===== src/rtl/ws2812_pkg.sv =====
// Shared constants, FSM state type and per-bit timing helper for the WS2812 APB driver.
// Optional feature macro: WS2812_IRQ_EN (see apb2_ws2812_driver).
package ws2812_pkg;

   localparam logic [4:0] OFF_CTRL   = 5'h00;
   localparam logic [4:0] OFF_STATUS = 5'h04;
   localparam logic [4:0] OFF_DATA   = 5'h08;
   localparam logic [4:0] OFF_TH     = 5'h0C;
   localparam logic [4:0] OFF_TFRM   = 5'h10;

   localparam int unsigned CTRL_EN    = 0;
   localparam int unsigned CTRL_FLUSH = 1;
   localparam int unsigned CTRL_IRQEN = 2;

   localparam int unsigned ST_BUSY    = 0;
   localparam int unsigned ST_FULL    = 1;
   localparam int unsigned ST_EMPTY   = 2;
   localparam int unsigned ST_OVF     = 16;
   localparam int unsigned ST_DONE    = 17;

   localparam int unsigned T0H_DEF  = 20;
   localparam int unsigned T1H_DEF  = 40;
   localparam int unsigned TBIT_DEF = 63;
   localparam int unsigned TRST_DEF = 2600;

   typedef enum logic [1:0] {IDLE, HIGH, LOW, LATCH} ws_state_e;

   typedef struct packed {
      logic [15:0] high_m1;
      logic [15:0] low_m1;
   } bit_timing_t;

   // Counter reload values (length - 1) for one bit; zero lengths clamp to one cycle.
   function automatic bit_timing_t bit_timing(input logic b, input logic [15:0] t0h,
                                              input logic [15:0] t1h, input logic [15:0] tbit);
      logic [15:0] th;
      bit_timing_t r;
      th = b ? t1h : t0h;
      if (th == '0) th = 16'd1;
      r.high_m1 = th - 16'd1;
      r.low_m1  = (tbit > th) ? (tbit - th - 16'd1) : '0;
      return r;
   endfunction

endpackage


===== src/rtl/ws2812_fifo.sv =====
// Synchronous first-word-fall-through FIFO for 24-bit GRB pixel words.
module ws2812_fifo #(
   parameter int unsigned DEPTH = 16,
   parameter int unsigned WIDTH = 24,
   localparam int unsigned AW = $clog2(DEPTH)
) (
   input  logic             clk_i,
   input  logic             rst_ni,
   input  logic             push_i,
   input  logic [WIDTH-1:0] wdata_i,
   input  logic             pop_i,
   input  logic             flush_i,
   output logic [WIDTH-1:0] rdata_o,
   output logic             full_o,
   output logic             empty_o,
   output logic [AW:0]      level_o
);

   logic [WIDTH-1:0] mem_q [DEPTH];
   logic [AW-1:0]    wptr_q, rptr_q;
   logic [AW:0]      cnt_q;
   logic             do_push, do_pop;

   assign empty_o = (cnt_q == '0);
   assign full_o  = (cnt_q == (AW+1)'(DEPTH));
   assign level_o = cnt_q;
   assign rdata_o = mem_q[rptr_q];

   // A pop frees the slot a same-cycle push into a full FIFO needs; flush discards the push.
   assign do_pop  = pop_i & ~empty_o;
   assign do_push = push_i & ~flush_i & (~full_o | do_pop);

   always_ff @(posedge clk_i) begin
      if (do_push) mem_q[wptr_q] <= wdata_i;
   end

   always_ff @(posedge clk_i) begin
      if (!rst_ni) begin
         wptr_q <= '0;
         rptr_q <= '0;
         cnt_q  <= '0;
      end else if (flush_i) begin
         wptr_q <= '0;
         rptr_q <= '0;
         cnt_q  <= '0;
      end else begin
         if (do_push) wptr_q <= wptr_q + AW'(1);
         if (do_pop)  rptr_q <= rptr_q + AW'(1);
         case ({do_push, do_pop})
            2'b10:   cnt_q <= cnt_q + (AW+1)'(1);
            2'b01:   cnt_q <= cnt_q - (AW+1)'(1);
            default: ;
         endcase
      end
   end

endmodule


===== src/rtl/apb2_ws2812_driver.sv =====
// APB2 slave: pixel FIFO, timing registers and WS2812 serializer FSM.
// Define WS2812_IRQ_EN to add the registered irq output and the CTRL.IRQ_EN bit.
module apb2_ws2812_driver import ws2812_pkg::*; #(
   parameter int unsigned FIFO_DEPTH = 16,
   parameter int unsigned ADDR_W     = 8,
   parameter int unsigned T0H_RST    = T0H_DEF,
   parameter int unsigned T1H_RST    = T1H_DEF,
   parameter int unsigned TBIT_RST   = TBIT_DEF,
   parameter int unsigned TRST_RST   = TRST_DEF
) (
   input  logic              pclk,
   input  logic              presetn,
   input  logic              psel,
   input  logic              penable,
   input  logic              pwrite,
   input  logic [ADDR_W-1:0] paddr,
   input  logic [31:0]       pwdata,
   output logic [31:0]       prdata,
   output logic              led_dout
`ifdef WS2812_IRQ_EN
   ,output logic             irq
`endif
);

   localparam int unsigned LW = $clog2(FIFO_DEPTH) + 1;

   ws_state_e   state_q, state_d;
   logic [15:0] cnt_q, cnt_d, low_q, low_d;
   logic [23:0] sh_q, sh_d;
   logic [4:0]  bitcnt_q, bitcnt_d;
   logic        led_q, en_q, ovf_q, done_q;
   logic [15:0] t0h_q, t1h_q, tbit_q, trst_q;
   logic        pop, done_set, ovf_set, irqen_rd;
   bit_timing_t word_bt, next_bt;

   logic          fifo_full, fifo_empty;
   logic [23:0]   fifo_rdata;
   logic [LW-1:0] fifo_level;

   logic [4:0] reg_off;
   logic       wr_en, wr_ctrl, wr_status, wr_data, wr_th, wr_tfrm, flush;
   logic       unused_bits;

   assign reg_off   = {paddr[4:2], 2'b00};
   assign wr_en     = psel & penable & pwrite;
   assign wr_ctrl   = wr_en && (reg_off == OFF_CTRL);
   assign wr_status = wr_en && (reg_off == OFF_STATUS);
   assign wr_data   = wr_en && (reg_off == OFF_DATA);
   assign wr_th     = wr_en && (reg_off == OFF_TH);
   assign wr_tfrm   = wr_en && (reg_off == OFF_TFRM);
   assign flush     = wr_ctrl & pwdata[CTRL_FLUSH];
   assign ovf_set   = wr_data & fifo_full & ~pop & ~flush;
   assign unused_bits = ^{paddr[ADDR_W-1:5], paddr[1:0], sh_q[23]};

   ws2812_fifo #(.DEPTH(FIFO_DEPTH), .WIDTH(24)) u_fifo (
      .clk_i   (pclk),
      .rst_ni  (presetn),
      .push_i  (wr_data),
      .wdata_i (pwdata[23:0]),
      .pop_i   (pop),
      .flush_i (flush),
      .rdata_o (fifo_rdata),
      .full_o  (fifo_full),
      .empty_o (fifo_empty),
      .level_o (fifo_level)
   );

   // Timing is captured when a bit's HIGH phase starts: either a freshly popped word or the next shifted bit.
   assign word_bt = bit_timing(fifo_rdata[23], t0h_q, t1h_q, tbit_q);
   assign next_bt = bit_timing(sh_q[22], t0h_q, t1h_q, tbit_q);

   always_comb begin
      state_d  = state_q;
      cnt_d    = cnt_q;
      low_d    = low_q;
      sh_d     = sh_q;
      bitcnt_d = bitcnt_q;
      pop      = 1'b0;
      done_set = 1'b0;
      unique case (state_q)
         IDLE: begin
            if (en_q && !fifo_empty) begin
               pop      = 1'b1;
               sh_d     = fifo_rdata;
               bitcnt_d = 5'd23;
               cnt_d    = word_bt.high_m1;
               low_d    = word_bt.low_m1;
               state_d  = HIGH;
            end
         end
         HIGH: begin
            if (cnt_q == '0) begin
               cnt_d   = low_q;
               state_d = LOW;
            end else begin
               cnt_d = cnt_q - 16'd1;
            end
         end
         LOW: begin
            if (cnt_q != '0) begin
               cnt_d = cnt_q - 16'd1;
            end else if (bitcnt_q != '0) begin
               sh_d     = {sh_q[22:0], 1'b0};
               bitcnt_d = bitcnt_q - 5'd1;
               cnt_d    = next_bt.high_m1;
               low_d    = next_bt.low_m1;
               state_d  = HIGH;
            end else if (en_q && !fifo_empty) begin
               pop      = 1'b1;
               sh_d     = fifo_rdata;
               bitcnt_d = 5'd23;
               cnt_d    = word_bt.high_m1;
               low_d    = word_bt.low_m1;
               state_d  = HIGH;
            end else begin
               cnt_d   = (trst_q == '0) ? '0 : trst_q - 16'd1;
               state_d = LATCH;
            end
         end
         LATCH: begin
            if (cnt_q == '0) begin
               done_set = 1'b1;
               state_d  = IDLE;
            end else begin
               cnt_d = cnt_q - 16'd1;
            end
         end
         default: state_d = IDLE;
      endcase
   end

   always_ff @(posedge pclk) begin
      if (!presetn) begin
         state_q  <= IDLE;
         cnt_q    <= '0;
         low_q    <= '0;
         sh_q     <= '0;
         bitcnt_q <= '0;
         led_q    <= 1'b0;
         en_q     <= 1'b0;
         ovf_q    <= 1'b0;
         done_q   <= 1'b0;
         t0h_q    <= 16'(T0H_RST);
         t1h_q    <= 16'(T1H_RST);
         tbit_q   <= 16'(TBIT_RST);
         trst_q   <= 16'(TRST_RST);
      end else begin
         state_q  <= state_d;
         cnt_q    <= cnt_d;
         low_q    <= low_d;
         sh_q     <= sh_d;
         bitcnt_q <= bitcnt_d;
         led_q    <= (state_q == HIGH);
         if (wr_ctrl) en_q <= pwdata[CTRL_EN];
         ovf_q  <= ovf_set  | (ovf_q  & ~(wr_status & pwdata[ST_OVF]));
         done_q <= done_set | (done_q & ~(wr_status & pwdata[ST_DONE]));
         if (wr_th) begin
            t0h_q <= pwdata[15:0];
            t1h_q <= pwdata[31:16];
         end
         if (wr_tfrm) begin
            tbit_q <= pwdata[15:0];
            trst_q <= pwdata[31:16];
         end
      end
   end

`ifdef WS2812_IRQ_EN
   logic irqen_q, irq_q;

   always_ff @(posedge pclk) begin
      if (!presetn) begin
         irqen_q <= 1'b0;
         irq_q   <= 1'b0;
      end else begin
         if (wr_ctrl) irqen_q <= pwdata[CTRL_IRQEN];
         irq_q <= irqen_q & (done_q | ovf_q);
      end
   end

   assign irqen_rd = irqen_q;
   assign irq      = irq_q;
`else
   assign irqen_rd = 1'b0;
`endif

   assign led_dout = led_q;

   always_comb begin
      prdata = '0;
      if (psel) begin
         unique case (reg_off)
            OFF_CTRL:   prdata = {29'b0, irqen_rd, 1'b0, en_q};
            OFF_STATUS: prdata = {14'b0, done_q, ovf_q, 8'(fifo_level), 5'b0,
                                  fifo_empty, fifo_full, state_q != IDLE};
            OFF_TH:     prdata = {t1h_q, t0h_q};
            OFF_TFRM:   prdata = {trst_q, tbit_q};
            default:    prdata = '0;
         endcase
      end
   end

endmodule


===== config.mk =====
export PLATFORM = sky130hd
export DESIGN_NAME = apb2_ws2812_driver
export DESIGN_NICKNAME = d
export VERILOG_FILES = /design/src/rtl/ws2812_pkg.sv /design/src/rtl/ws2812_fifo.sv /design/src/rtl/apb2_ws2812_driver.sv
export SDC_FILE = /design/constraint.sdc
export NUM_CORES = 1
export LEC_CHECK = 0
export CORE_ASPECT_RATIO = 1.4
export CORE_MARGIN = 2
export CORE_UTILIZATION = 53
export CTS_BUF_LIST = sky130_fd_sc_hd__clkbuf_16
export DETAILED_ROUTE_END_ITERATION = 10
export DONT_BUFFER_PORTS = 1
export GPL_TIMING_DRIVEN = 0
export PLACE_DENSITY = 0.69
export RECOVER_POWER = 50
export SLEW_MARGIN = 20
export SYNTH_ARGS = -nofsm -noshare
export SYNTH_HDL_FRONTEND = slang
export SYNTH_SLANG_ARGS = --single-unit

===== constraint.sdc =====
create_clock -name pclk -period 7.9 [get_ports pclk]
set_clock_uncertainty 0.1 [all_clocks]
set_input_delay 1.58 -clock pclk [delete_from_list [all_inputs] [get_ports pclk]]
set_output_delay 1.58 -clock pclk [all_outputs]
set_load 0.01 [all_outputs]

---- Word-level counts from Yosys, hierarchy flattened ----
Memories as Yosys holds them, arrays and structs flattened. A register that Yosys moved wholly into a read port is not among the register bits.
Cells that the tools add are included.
word-level totals
  register bits after elaboration ......... 144
  output and inout port bits .............. 33
  input bits .............................. 45
  memory bits (writable) .................. 384
  memories kept ........................... 1
  word-level logic and storage cells ...... 139
cells by class
  order comparisons ....................... 2
  add/subtract/negate cells ............... 13
  bitwise logic cells ..................... 23
  reduce and logical (&&, ||, !) cells .... 23
  eq/ne operators ......................... 15
  mux-type cells .......................... 46
memory list
  name          words  width  rd ports  clocked after memory_dff  write ports  RTL line           text
  u_fifo.mem_q  16     24     1         1                         1            ws2812_fifo.sv:19  logic [WIDTH-1:0] mem_q [DEPTH];
operators with widths
  kind                     count
  $mux W16                 16
  $pmux W32 S4             1
  $sub A16 B1 Y16 const B  6
  $mux W24                 3
  $logic_not A16 Y1        4
  $pmux W16 S4             1
  $pmux W24 S2             1
  $gt A16 B16 Y1           2
  $mux W32                 1
  $pmux W16 S2             1
  $sub A16 B16 Y16         2
  $pmux W5 S2              2
  $reduce_bool A16 Y1      1
  $mux W5                  3
  $and A1 B1 Y1            13
  $mux W2                  6
  $logic_not A5 Y1         2
  $ne A2 B2 Y1 const B     5
  $sub A5 B1 Y5 const B    2
  $add A4 B1 Y4 const B    2
  $mux W4                  2
  $pmux W2 S4              1
  $mux W1                  7
  $not A1 Y1               7
  17 further kinds         31

---- Depth between registers and ports, before layout ----
Gate-level depths: netlist of the first run.
  word-level depth ........................ 12
  gate-level depth with buffers ........... 19
  gate-level depth less buffers ........... 17

---- Modules after synthesis ----
A second synthesis of the first run with hierarchy kept.
unflattened totals
  cells, all modules ...................... 2075
  area total of the unflattened synthesis .. 25200.4 um^2
by module, submodules not included
  module              instances  sequential area each (um^2)  area an instance (um^2)  cells an instance
  ws2812_fifo         1          11871.4                      15294.7                  705
  apb2_ws2812_driver  1          2602.5                       9905.8                   1370

---- Worst setup path after synthesis of the first run ----
No wires, ideal clock.
  path type ............................... input -> register
  start point ............................. input paddr[3]
  end point ............................... memory u_fifo.mem_q[3][0], enable pin
  data required time ...................... 7365 ps
  setup slack ............................. 2997 ps
  path buffers ............................ 1
  data arrival time ....................... 4368 ps
  stages on the path ...................... 6
  library setup time ...................... 435 ps
  path through ............................ clkbuf_1 > nand2b_1 > nor3_1 > a21boi_2 > nand2_1 > nor3_1
between the ends
  word-level cells in the longest chain between the ends .. 8
  elaborated cells between the ends (all ways) .. 10
  classes of those cells .................. eq/ne: 1; mux: 2; bitwise: 4; reduce/logical: 3
ends and longest elaborated chain
  what                               RTL line                  text
  start: declaration                 apb2_ws2812_driver.sv:16  input logic [ADDR_W-1:0] paddr,
  $logic_not A5 Y1                   apb2_ws2812_driver.sv:46  assign wr_ctrl = wr_en && (reg_off == OFF_CTRL);
  $logic_and A1 B1 Y1                apb2_ws2812_driver.sv:46
  $and A1 B1 Y1                      apb2_ws2812_driver.sv:51  assign flush = wr_ctrl & pwdata[CTRL_FLUSH];
  $not A1 Y1                         ws2812_fifo.sv:31         assign do_push = push_i & ~flush_i & (~full_o | do_pop);
  $and A1 B1 Y1 (*) (2 in series)    ws2812_fifo.sv:31
  $mux W1 (*)                        ws2812_fifo.sv:34         if (do_push) mem_q[wptr_q] <= wdata_i;
  $mux W1 (implied by the code) (*)  ws2812_fifo.sv:34
  end: declaration                   ws2812_fifo.sv:19
Every way passes the cells marked *; elsewhere a longest branch is shown, timed or not.

---- Worst setup path in the final report of the first run ----
  start point ............................. register cnt_q[0]
  end point ............................... memory u_fifo.mem_q[3][7], enable pin
between the ends
  word-level cells in the longest chain between the ends .. 8
ends and longest elaborated chain
  what                           RTL line                   text
  start: declaration             apb2_ws2812_driver.sv:28   logic [15:0] cnt_q, cnt_d, low_q, low_d;
  start signal: assignment       apb2_ws2812_driver.sv:149  cnt_q <= cnt_d;
  $reduce_bool A16 Y1            apb2_ws2812_driver.sv:100  if (cnt_q != '0) begin
  $mux W1                        apb2_ws2812_driver.sv:100
  $pmux W1 S2                    apb2_ws2812_driver.sv:80   unique case (state_q)
  $and A1 B1 Y1                  ws2812_fifo.sv:30          assign do_pop = pop_i & ~empty_o;
  $or A1 B1 Y1                   ws2812_fifo.sv:31
  $and A1 B1 Y1                  ws2812_fifo.sv:31
  $mux W1                        ws2812_fifo.sv:34
  $mux W1 (implied by the code)  ws2812_fifo.sv:34
No other way between the ends.

==> summary.md, run 1 <==
| Metric | Value |
|---|---|
| Worst Setup End Kind | `flip-flop` |
| Hold Buf Count CTS | `0` |
| Largest net degree at the start of global routing | `20` |
| Max FO, Critical Path | `10` |
| Hold Slack | `~360 ps` |
| Synth area leaders | `edfxtp_1 (46%), dfxtp_1 (12%), mux4_2 (11%), nand2_1 (3.3%), nor2_1 (2.8%)` |
| Seq/Total Area, Yosys | `slightly below 60%` |
| Clock power share | `between 40% and 50%` |
| Status | `finished with violations` |
| Initial DRC count | `~1.8k` |
| Initial core utilization | `between 50% and 60%` |
| Die area | `49,100 um^2` |
| Setup crit start kind | `flip-flop` |
| Global-route wire length before repair | `around 130,000 um` |
| Root Buffer | `clkbuf_16` |
| Via Count | `18.2k` |
| Diode count | `0` |
| H-tree levels | `2` |
| Die Ht | `between 200 and 300 um` |
| Switch Pwr | `between 1000 and 1500 uW` |
| Yosys reg bits | `roughly 530` |
| Pleak | `0.00914 uW` |
| Die span in x | `~190 um` |
| Total CTS buffers | `49` |
| Unique cell type count in the Yosys netlist | `between 80 and 90` |
| Final Power | `~5500 uW` |
| Most common cell after layout, fill and taps aside | `edfxtp_1` |
| DP HPWL | `about 67,000 um` |
| RePlAce Congestion | `~1` |
| Final hold vios | `0` |
| PwrDens | `~200 nW/um^2` |
| IO Count | `78` |
| Wire length per cell | `about 33 um` |
| PortBufs | `0` |
| WP data required | `about 8100 ps` |
| Number of global-route vias before repair | `roughly 18k` |
| Router iterations before antenna repair | `6` |
| CP Data Arrival Time | `6230 ps` |
| Post-Syn Area | `about 25,000 um^2` |
| Post-cts sizing count | `0` |
| Final setup vio count | `0` |
| Slew Limit Fails | `11` |
| Max cap viols | `1` |
| Num rows | `between 90 and 100` |
| Hold Crit Class | `reg2reg` |
| Max Clk Rate | `166 MHz` |
| Most area-hungry cell type in the Yosys netlist | `edfxtp_1` |
| Mapped Avg Cell Area | `12.4 um^2` |
| Clock sink count | `~530` |
| Final period utilization | `between 70% and 80%` |
| Worst IR drop on VDD | `0.000243 V` |
| Worst-Margin Slew | `roughly 1500 ps` |
| Worst Path Buf+Inv | `3` |
| Syn Nets | `approximately 2.1k` |
| Ratio of cells with drive above 1 in the final layout | `between 10% and 20%` |
| Tot GR Track Use | `roughly 37%` |
| Most frequent cells in the layout | `edfxtp_1 (384), nand2_1 (219), nor2_1 (174), dfxtp_1 (147), a21oi_1 (133)` |
| Longest Clk Path Bufs | `3` |
| Clock slew at reported path FFs | `around 80 ps` |
| Setup ws final | `roughly 1900 ps` |
| Mapped Cells | `between 2k and 2.5k` |
| Crit path max-delay family | `simple AND/OR/NAND/NOR gates` |
| FF/Latch Area | `approximately 14,000 um^2` |
| Worst skew pair latency | `approximately 620 ps` |
| Final nets | `~2.2k` |
| Slowest-stage cell, CP | `nor3_1` |
| CTS tree | `built` |
| Synth top area share | `a little under half` |
| Switching part of the total power | `around 21%` |
| Core box area | `between 40,000 and 50,000 um^2` |
| Fin util | `between 50% and 60%` |
| Failing checks | `capacitance limit, slew limit` |
| Primary FF master, synth | `edfxtp_1` |
| Max stage delay on crit path | `1260 ps` |
| Setup Crit Path Kind | `reg2reg` |
| Setup slack at placement | `approximately 2300 ps` |
| Routed Antenna Nets | `0` |
| Area grow syn2layout | `11.6%` |
| Sum of negative setup slack | `0 ps` |
| Synth async-reset ratio | `0%` |
| Multi-input gate area | `just over 10,000 um^2` |
| Post-synth EDFFs | `roughly 380` |
| Flop pwr share | `~54%` |
| Post-CTS setup buffers | `0` |
| Vias per Instance | `~6.6` |
| RSZ-0062 raised after global routing | `no` |
| Min Tclk post-route | `roughly 6000 ps` |
| Internal power | `approximately 4400 uW` |
| Filler cells | `3,620` |
| Slew headroom | `-1.99%` |
| CP cell instances | `inv_1 -> ha_1 -> nor4b_1 -> nand2_1 -> nor3_1 -> o2111ai_1 -> a21boi_0 -> nand2_1 -> nor3_2 -> buf_4 -> buf_4` |
| Synth Warn # | `0` |
| Overflow left after global routing | `0` |
| Residual DRC count | `0` |
| Initial antenna violation count | `1` |
| Comb pwr share | `2.5%` |
| Final wirelength | `around 90,000 um` |
## cell usage after synthesis, types with 38 or more instances
library cell	count
a21oi_1	133
clkbuf_1	104
dfxtp_1	147
edfxtp_1	384
ha_1	47
inv_1	40
mux2i_1	38
mux4_2	120
nand2_1	219
nor2_1	186
nor3_1	57
o21ai_0	78
xnor2_1	40
## metal layers
layer	GRT usage [%]	wire length (um)	vias up
met1	37.9	28900	8992
met5	0	13	-
met4	30.4	8870	2
met3	5.39	5410	337
met2	67.9	47200	968
li1	-	-	7858
## worst reg2reg max path, cell delays in order, from the launching register on
cell       delay [ps]
dfxtp_1           400
inv_1              90
ha_1              300
nor4b_1           350
nand2_1           270
nor3_1           1260
o2111ai_1         440
a21boi_0          830
nand2_1           460
nor3_2            660
buf_4             310
buf_4             230
## layout make-up
type | instances | area share, %
Buffer | 127 | 1.83
Inverter | 41 | 0.549
Tap cell | 624 | 2.79
Clock inverter | 41 | 1.33
Sequential cell | 531 | 51.7
Multi-Input combinational cell | 1321 | 35.9
Timing Repair Buffer | 27 | 1.45
Clock buffer | 50 | 4.47
## state kept, by name (all words and copies together) (netlist names), 5 cells and up, named ones only
name            cells
u_fifo.mem_q      384
sh_q               23
cnt_q              16
low_q              16
t0h_q              16
t1h_q              16
tbit_q             16
trst_q             16
bitcnt_q            5
u_fifo.level_o      5
## logic make-up (layout without fill, tap and decap cells)
group,Yosys count,count (layout),share of synthesized area [%]
AO/OA/AOI/OAI,436,436,11.2
XOR/XNOR,74,74,2.58
adder cells (fa/ha/maj),50,50,2.58
buffers and inverters,168,286,2.62
flip-flops,531,531,57.7
multiplexers,164,164,12.7
AND/OR/NAND/NOR,597,597,10.6
## metrics by stage
step | cells | instance area, um^2
finish | 2762 | 28000
global route | 2762 | 28000
detailed placement | 2670 | 26400
global placement | 2644 | 25900
CTS | 2761 | 28000
floorplan | 2020 | 25100
## worst paths after layout
check	startpoint	endpoint	slack, ps	cells past startpoint
min	done_q	done_q	360	2
max reg2reg	cnt_q[0]	u_fifo.mem_q[3][7]	1880	11
max	cnt_q[0]	u_fifo.mem_q[3][7]	1880	11
min reg2reg	done_q	done_q	360	2
## power groups by stage
stage	Sequential [uW]	Clock, uW	Combinational (uW)
final	2990	2410	140
after global routing	2990	2520	149
after CTS	2990	2430	137
after detailed placement	3050	0	136
after global placement	3050	0	135
after floorplan	3050	0	88.4
No activity file was read; power rests on OpenSTA's default activity.
==> run 2, diff against run 1 <==
Clock period 7.9 ns to 5.76 ns, I/O delays scaled along.
==> summary.md, run 2 (synthesis gave the netlist of run 1 again) <==
| Metric | Value |
|---|---|
| Final period utilization | `96.0% (+20 points)` |
| Total CTS buffers | `49 (unchanged)` |
| Failing checks | `capacitance limit, slew limit` |
| Worst-Margin Slew | `1540 ps (+17.2 ps)` |
| DP HPWL | `66,500 um (unchanged)` |
| Most frequent cells in the layout | `edfxtp_1 (384), nand2_1 (219), nor2_1 (174), dfxtp_1 (147), a21oi_1 (133)` |
| Slew headroom | `-3.14% (-1.2 points)` |
| Longest Clk Path Bufs | `3 (unchanged)` |
| IO Count | `78 (unchanged)` |
| Post-route insts no fill | `2,761 (-0.036%)` |
| Final nets | `2,192 (-0.046%)` |
| Worst Path Buf+Inv | `4 (+1)` |
| Vias per Instance | `6.59 (+0.22%)` |
| H-tree levels | `2 (unchanged)` |
| Sum of negative setup slack | `0 ps (unchanged)` |
| Max cap viols | `1 (unchanged)` |
| Residual DRC count | `0 (unchanged)` |
| Fin util | `59.7% (about the same)` |
| Comb pwr share | `2.5% (about the same)` |
| Initial antenna violation count | `1 (unchanged)` |
| Area grow syn2layout | `11.6% (about the same)` |
| Min Tclk post-route | `5530 ps (-490 ps)` |
| Via Count | `18.2k (+0.18%)` |
| Clock slew at reported path FFs | `60 ps (-20 ps)` |
| Setup slack at placement | `202 ps (-2140 ps)` |
| Max stage delay on crit path | `670 ps (-590 ps)` |
| Wire length per cell | `32.8 um (+0.19%)` |
| Core box area | `46,900 um^2 (unchanged)` |
| Global-route wire length before repair | `128,000 um (unchanged)` |
| Tot GR Track Use | `37.2% (unchanged)` |
| Most flops, register | `u_fifo.mem_q` |
| R2r startpoint | `sh_q[22]` |
| Worst IR drop on VDD | `0.000337 V (+39%)` |
| CP cell instances | `clkbuf_1 -> clkbuf_1 -> mux2i_1 -> o221ai_1 -> or3b_1 -> o22ai_1 -> inv_1 -> ha_1 -> inv_1 -> fa_1 -> nor2b_1 -> o21ai_0 -> a21oi_1 -> o21ai_0 -> a21boi_0 -> mux2_2 -> o211ai_1 -> a31oi_1` |
| Final hold vios | `0 (unchanged)` |
| Hold Slack | `364 ps (+5.27 ps)` |
| Max FO, Critical Path | `10 (unchanged)` |
| Worst Setup End Kind | `flip-flop` |
| Flop pwr share | `54.0% (about the same)` |
| RePlAce Congestion | `1.00 (unchanged)` |
| Setup ws final | `233 ps (-1650 ps)` |
| Max Clk Rate | `181 MHz (+8.9%)` |
| Largest net degree at the start of global routing | `20 (unchanged)` |
| PwrDens | `271 nW/um^2 (+37%)` |
| Cells after DPL | `2,670 (unchanged)` |
| Clock sink count | `531 (unchanged)` |
| Top flop regs | `u_fifo.mem_q x384, sh_q x23` |
| Num rows | `94 (unchanged)` |
| Status | `finished with violations` |
| Pleak | `0.00914 uW (about the same)` |
| Initial core utilization | `53.5% (unchanged)` |
| Setup crit start kind | `flip-flop` |
| CTS tree | `built` |
| Slew Limit Fails | `11 (unchanged)` |
| Hold_sp | `done_q` |
| WP data required | `6110 ps (-2000 ps)` |
| Crit path max-delay family | `compound AO/OA/AOI/OAI gates` |
| Routed Antenna Nets | `0 (unchanged)` |
| Final setup vio count | `0 (unchanged)` |
| PortBufs | `0 (unchanged)` |
| Hold Crit Class | `reg2reg` |
| Number of global-route vias before repair | `18.1k (unchanged)` |
| Ratio of cells with drive above 1 in the final layout | `12.4% (about the same)` |
| Worst skew pair latency | `620 ps (about the same)` |
| CP Data Arrival Time | `5870 ps (-360 ps)` |
| Diode count | `0 (unchanged)` |
| Slowest-stage cell, CP | `mux2i_1` |
| RSZ-0062 raised after global routing | `no` |
| Switching part of the total power | `21.5% (+0.025 points)` |
| Die span in x | `188 um (unchanged)` |
| Die area | `49,100 um^2 (unchanged)` |
| Internal power | `5970 uW (+37%)` |
| Die Ht | `261 um (unchanged)` |
| Clock power share | `43.5% (about the same)` |
| Crit. Startpoint | `sh_q[22]` |
| Router iterations before antenna repair | `6 (unchanged)` |
| Setup Crit Path Kind | `reg2reg` |
| Root Buffer | `clkbuf_16` |
| Most common cell after layout, fill and taps aside | `edfxtp_1` |
| Overflow left after global routing | `0 (unchanged)` |
| Switch Pwr | `1630 uW (+37%)` |
| Final wirelength | `90,600 um (+0.15%)` |
| Initial DRC count | `1,792 (-0.88%)` |
| Largest register FFs | `384 (unchanged)` |
==> run 2: timing repair <==
action | CTS | global route
resized for setup | 0 | 0
setup endpoints to repair | 0 | 8
hold buffers | 0 | 0
setup buffers | 0 | 0
==> run 2: tightest hold or removal path, delay by kind of cell, from the launching register on <==
| family | cells | cell delay, ps |
|---|---|---|
| DFF | 1 | 310 |
| AOI/OAI and AO/OA | 1 | 50 |
| and+or+nand+nor | 1 | 50 |
==> run 2: cell type report <==
type,count,area [um^2]
buffer,126,508
clock buffer,50,1250
clock inverter,41,372
fill,3619,18900
inverter,41,154
multi-input combinational,1321,10100
sequential,531,14500
tap,624,781
timing repair buffer,27,405
==> run 2: per-layer routing <==
metal  vias up  wire length [um]  track usage, %
li1       7859                 -               -
met1      9009             28700            37.9
met2       990             47400            67.9
met3       330              5730            5.39
met4         2              8760            30.4
met5         -                13               0
==> run 2: power by group through the flow <==
| stage | Sequential, uW | Combinational, uW | Clock (uW) |
|---|---|---|---|
| CTS | 4100 | 188 | 3330 |
| finish | 4100 | 193 | 3300 |
| global placement | 4190 | 185 | 0 |
| floorplan | 4180 | 121 | 0 |
| global route | 4100 | 205 | 3460 |
| detailed placement | 4190 | 187 | 0 |
==> run 2: worst paths after layout <==
path                     to  slack [ps]  cells after the start
hold / removal       done_q         360                      2
hold reg to reg      done_q         360                      2
setup reg to reg  low_q[14]         230                     18
setup / recovery  low_q[14]         230                     18
==> run 2: metrics by stage <==
stage | area, um^2 | power, uW
final | 28000 | 7600
after global routing | 28000 | 7770
after global placement | 25900 | 4370
after floorplan | 25100 | 4300
after CTS | 28000 | 7620
after detailed placement | 26400 | 4370
